[src/rtl/run_det_pkg.sv]
// Shared types and constants for the run_detector block.
// The statistics counter is built only when RUN_DET_STATS_EN is defined.
package run_det_pkg;

  typedef enum logic [1:0] {
    IDLE = 2'b00,
    RUN  = 2'b01,
    HIT  = 2'b10,
    HOLD = 2'b11
  } state_t;

  localparam logic [1:0] MODE_LEVEL  = 2'b00;
  localparam logic [1:0] MODE_PULSE  = 2'b01;
  localparam logic [1:0] MODE_REPEAT = 2'b10;

  localparam int unsigned HIT_TOTAL_W = 16;

  // Reserved encoding 11 behaves exactly like LEVEL.
  function automatic logic [1:0] decode_mode(input logic [1:0] m);
    logic [1:0] d;
    case (m)
      MODE_PULSE:  d = MODE_PULSE;
      MODE_REPEAT: d = MODE_REPEAT;
      default:     d = MODE_LEVEL;
    endcase
    return d;
  endfunction

endpackage

[src/rtl/run_detector_sat_counter.sv]
// Saturating incrementer with synchronous clear; clear and increment in the
// same cycle restart the count at one.
module sat_counter #(
  parameter int unsigned   W   = 4,
  parameter logic [W-1:0]  MAX = {W{1'b1}}
) (
  input  logic         clk,
  input  logic         rst,
  input  logic         clr,
  input  logic         inc,
  output logic [W-1:0] cnt
);

  logic [W-1:0] cnt_r;
  logic [W-1:0] base_s;

  // Starting point for this cycle's update: zero on clear, else the held value
  always_comb begin
    if (clr) begin
      base_s = {W{1'b0}};
    end else begin
      base_s = cnt_r;
    end
  end

  // Count register, pinned at MAX
  always_ff @(posedge clk) begin
    if (rst) begin
      cnt_r <= {W{1'b0}};
    end else if (inc && (base_s != MAX)) begin
      cnt_r <= base_s + W'(1);
    end else begin
      cnt_r <= base_s;
    end
  end

  assign cnt = cnt_r;

endmodule

[src/rtl/run_detector.sv]
// Detects RUN_LEN consecutive valid samples of the selected polarity.
// Define RUN_DET_STATS_EN to add the saturating hit_total counter port.
module run_detector
  import run_det_pkg::*;
#(
  parameter int RUN_LEN = 4,
  parameter int CNT_W   = $clog2(RUN_LEN + 1)
) (
  input  logic                   clk,
  input  logic                   rst,
  input  logic                   in,
  input  logic                   in_valid,
  input  logic                   pol,
  input  logic [1:0]             mode,
  output logic                   hit,
  output logic [CNT_W-1:0]       run_count
`ifdef RUN_DET_STATS_EN
  ,
  output logic [HIT_TOTAL_W-1:0] hit_total
`endif
);

  state_t     state_r;
  state_t     next_state_s;
  logic       hit_r;
  logic       pol_r;
  logic [1:0] mode_r;
  logic [1:0] mode_s;
  logic       match_s;
  logic       cfg_chg_s;
  logic       last_s;
  logic       cnt_clr_s;
  logic       cnt_inc_s;
  logic       enter_hit_s;

  assign match_s   = in_valid & (in ^ pol);
  assign cfg_chg_s = (pol != pol_r) || (mode != mode_r);
  assign mode_s    = decode_mode(mode);
  assign last_s    = (run_count == CNT_W'(RUN_LEN - 1));

  // Next-state and run-counter control decode
  always_comb begin
    next_state_s = state_r;
    cnt_clr_s    = 1'b0;
    cnt_inc_s    = 1'b0;
    enter_hit_s  = 1'b0;
    if (!in_valid) begin
      next_state_s = state_r;
    end else if (cfg_chg_s || !match_s) begin
      // A config change discards the sample, same as a mismatch
      next_state_s = IDLE;
      cnt_clr_s    = 1'b1;
    end else begin
      cnt_inc_s = 1'b1;
      case (state_r)
        IDLE: begin
          if (RUN_LEN == 32'sd1) begin
            next_state_s = HIT;
            enter_hit_s  = 1'b1;
          end else begin
            next_state_s = RUN;
          end
        end
        RUN: begin
          if (last_s) begin
            next_state_s = HIT;
            enter_hit_s  = 1'b1;
          end else begin
            next_state_s = RUN;
          end
        end
        HIT: begin
          case (mode_s)
            MODE_PULSE: next_state_s = HOLD;
            MODE_REPEAT: begin
              cnt_clr_s = 1'b1;
              if (RUN_LEN == 32'sd1) begin
                next_state_s = HIT;
                enter_hit_s  = 1'b1;
              end else begin
                next_state_s = RUN;
              end
            end
            default: next_state_s = HIT;
          endcase
        end
        HOLD:    next_state_s = HOLD;
        default: begin
          next_state_s = IDLE;
          cnt_clr_s    = 1'b1;
        end
      endcase
    end
  end

  // State, registered hit and the config snapshot used for change detection
  always_ff @(posedge clk) begin
    if (rst) begin
      state_r <= IDLE;
      hit_r   <= 1'b0;
      pol_r   <= 1'b0;
      mode_r  <= 2'b00;
    end else begin
      state_r <= next_state_s;
      hit_r   <= (next_state_s == HIT);
      pol_r   <= pol;
      mode_r  <= mode;
    end
  end

  assign hit = hit_r;

  sat_counter #(
    .W   (CNT_W),
    .MAX (CNT_W'(RUN_LEN))
  ) u_run_cnt (
    .clk (clk),
    .rst (rst),
    .clr (cnt_clr_s),
    .inc (cnt_inc_s),
    .cnt (run_count)
  );

`ifdef RUN_DET_STATS_EN
  sat_counter #(
    .W   (HIT_TOTAL_W),
    .MAX (16'hFFFF)
  ) u_hit_total (
    .clk (clk),
    .rst (rst),
    .clr (1'b0),
    .inc (enter_hit_s),
    .cnt (hit_total)
  );
`endif

endmodule

[config.mk]
export PLATFORM = sky130hd
export DESIGN_NAME = run_detector
export DESIGN_NICKNAME = d
export VERILOG_FILES = /design/src/rtl/run_det_pkg.sv /design/src/rtl/run_detector_sat_counter.sv /design/src/rtl/run_detector.sv
export SDC_FILE = /design/constraint.sdc
export NUM_CORES = 1
export LEC_CHECK = 0
export ABC_AREA = 1
export CORE_AREA = 2 2 39 41
export DETAILED_ROUTE_END_ITERATION = 8
export DIE_AREA = 0 0 41 43
export GPL_ROUTABILITY_DRIVEN = 0
export HOLD_SLACK_MARGIN = 0.03
export SYNTH_ARGS = -nofsm -noshare
export SYNTH_HDL_FRONTEND = slang
export SYNTH_SLANG_ARGS = --single-unit
[constraint.sdc]
create_clock -name clk -period 2 [get_ports clk]
set_input_delay 0.4 -clock clk [delete_from_list [all_inputs] [get_ports clk]]
set_output_delay 0.4 -clock clk [all_outputs]
set_load 0.01 [all_outputs]
==> flow_summary.yaml <==
yosys:
  synth_xor_area_share_pct: 0
  muxShareOfSynthArea_pct: 0
  synth_seq_area_share_pct: 34.2
  synth_compound_area_share_pct: 7.60
  synthCells: 82
  synth-simple-area-share_pct: 35.2
  ys_types: 10
  yosysWarnings: 0
  syn_area_um2: 527
  synth_fa_ha_area_share_pct: 9.50
  synth_top_family_by_area: "simple AND/OR/NAND/NOR gates"
  ys_ff_latch: 9
  synth_nets: 93
  synth_area_per_cell_um2: 6.42
timing:
  clock.fmax_mhz: 544
  rsz0062_at_grt: "false"
  slew_violations: 0
  worst_pin_slew_ps: 205
  hold_viol_final: 0
  relSlewSlack_pct: 86.2
  period_share_pct: 91.9
  setup_violations: 0
  final.min_clock_period_ps: 1840
  clock_skew_ps: 7.32
clocking:
  htreeDepth: 1
  clk_pin_slew_worst_paths_ps: 60
  cts_tree: "done"
  cts_hold_buf: 0
  cts_buffer_depth: 2
  cts_root_buf: "clkbuf_4"
  numCtsBuffers: 3
  clock_sinks: 9
  clk_latency_ps: 270
pwr:
  power_w: 0.000409
  power_density_nw_per_um2: 483
  ir_drop_v: 0.000401
  power.leakage_nw: 0.410
critical_path:
  cp-end-kind: "register"
  critPathSlowestCell: "dlygate4sd2_1"
  required_ps: 2170
  cp_slowest_stage_delay_ps: 290
  crit_top_cell: "nand2_1"
  path_class: "in2reg"
  worst-path-max-fanout: 4
  start_kind: "input port"
  cp.arrival_ps: 2010
  crit_chain: "dlygate4sd2_1 -> inv_1 -> nand2_1 -> nand3_1 -> nor2_2 -> nand3_2 -> nand2_2 -> inv_1 -> nor2_2 -> buf_4 -> ha_2 -> nand2_1 -> nor2_1 -> nand2_1 -> nand2_1 -> nor2_1"
hold_path:
  hold_class: "in2reg"
final_layout:
  nets: 127
  nFillCells: 137
  design_area_um2: 847
  antennaDiodeCount: 0
  instances_no_fill: 131
  syn2layout_area_growth_pct: 60.8
  drive_above_1_share_pct: 29.6
place:
  dpl.cell_count: 120
  place_hpwl_um: 897
  portBuffers: 10
  dpl-instance-area_um2: 737
detailed_routing:
  dr.pass1.iters: 3
  vias: 581
  wl_per_cell_um: 9.74
  drt_wl_total_um: 1280
  drc_errors: 0
  detail-route-antenna-nets: 0
  viasPerCell: 4.44
  initialDrtViolationCount: 5
grt:
  grt_overflow: 0
  grt_max_degree: 9
  antenna_found_initial: 0
  grt_pass1_vias: 540
  grt_pass1_wl_um: 2150
  grt_usage_pct: 18.4
floorplan:
  core-area_um2: 1380
  die_area_um2: 1760
  die_h_um: 43
  ios: 11
  rows: 14
  dieWidth_um: 41
  start_util_pct: 38.1
flow_run:
  drv_cap: 0
status:
  status: "finished clean"
==> area by class of cell <==
| type | count | area (µm²) | area share (%) |
|---|---|---|---|
| clock buffers | 4 | 26.3 | 3.10 |
| inverters | 19 | 71.3 | 8.42 |
| multi-input cells | 54 | 309 | 36.5 |
| flip-flops and latches | 9 | 180 | 21.3 |
| well taps | 16 | 20.0 | 2.36 |
| repair buffers | 29 | 240 | 28.4 |
==> stage by stage <==
stage	setup TNS, ps	utilization [%]	setup slack [ps]	hold WS (ps)
2_1_floorplan	0	-	282	472
3_3_place_gp	-974	53.3	-317	620
3_5_place_dp	-1020	53.3	-346	631
4_1_cts	0	59.7	25.0	624
5_1_grt	0	61.2	4.71	638
6_report	0	61.2	161	643
==> state kept, by name, summed over array words and instances, names as in the netlist <==
| signal | cells |
|---|---|
| mode_r | 2 |
| u_run_cnt.cnt | 3 |
| state_r | 2 |
| pol_r | 1 |
| hit | 1 |
==> per-layer routing <==
| layer | wire length (µm) | GRT usage (%) | share of wire, % | up-vias |
|---|---|---|---|---|
| met5 | 0 | 0 | 0 | - |
| met3 | 67 | 9.42 | 5.3 | 3 |
| met4 | 14 | 6.00 | 1.1 | 0 |
| li1 | - | - | - | 315 |
| met2 | 596 | 28.4 | 47 | 10 |
| met1 | 598 | 21.1 | 47 | 253 |
==> where the power goes <==
group / internal (W) / switching [W]
sequential: 0.000184 / 0.00000221
combinational: 0.0000425 / 0.0000367
clock: 0.0000770 / 0.0000669
==> worst paths after layout <==
check | start | endpoint | slack [ps] | cells after the start
max | pol | u_run_cnt.cnt[2] | 160 | 16
min | mode[0] | mode_r[0] | 640 | 4
max reg2reg | mode_r[0] | u_run_cnt.cnt[2] | 300 | 15
min reg2reg | state_r[1] | hit | 640 | 4
==> layout by cell type (no fill, tap or decap), types with 3 or more instances in the layout <==
cell | netlist | routed
buf_4 | 0 | 19
inv_1 | 19 | 18
nand2_1 | 18 | 16
nor2_1 | 13 | 11
dfxtp_1 | 9 | 9
nand3_1 | 9 | 7
clkdlybuf4s50_1 | 0 | 5
dlygate4sd2_1 | 0 | 4
a21oi_2 | 0 | 3
a21oi_1 | 6 | 3
ha_1 | 4 | 3
clkbuf_4 | 0 | 3
==> synth_stat cells <==
library cell | number | area [µm²]
a21oi_1 | 6 | 30.0
dfxtp_1 | 9 | 180
ha_1 | 4 | 50.1
inv_1 | 19 | 71.3
nand2_1 | 18 | 67.6
nand3_1 | 9 | 45.0
nor2_1 | 13 | 48.8
nor3_1 | 1 | 5.00
nor3b_4 | 1 | 18.8
o21ai_0 | 2 | 10.0
==> cells by family (layout without fill, tap and decap cells) <==
logic type | count (synthesis) | after routing
AO/OA/AOI/OAI | 8 | 8
adder cells (fa/ha/maj) | 4 | 4
buffers and inverters | 19 | 52
flip-flops | 9 | 9
AND/OR/NAND/NOR | 42 | 42
==> critical path: cells and delay by family <==
| family | cells | cell delay (ps) |
|---|---|---|
| AND/OR/NAND/NOR | 11 | 870 |
| adder cells (fa/ha/maj) | 1 | 170 |
| buffers and inverters | 4 | 560 |
==> what timing repair did <==
action | 4_1_cts | 5_1_grt
pin swaps | 3 | 2
gates resized for setup | 9 | 7
endpoints found under the setup margin | 3 | 5
buffers inserted | 7 | 0
(Power assumes the default switching activity.)
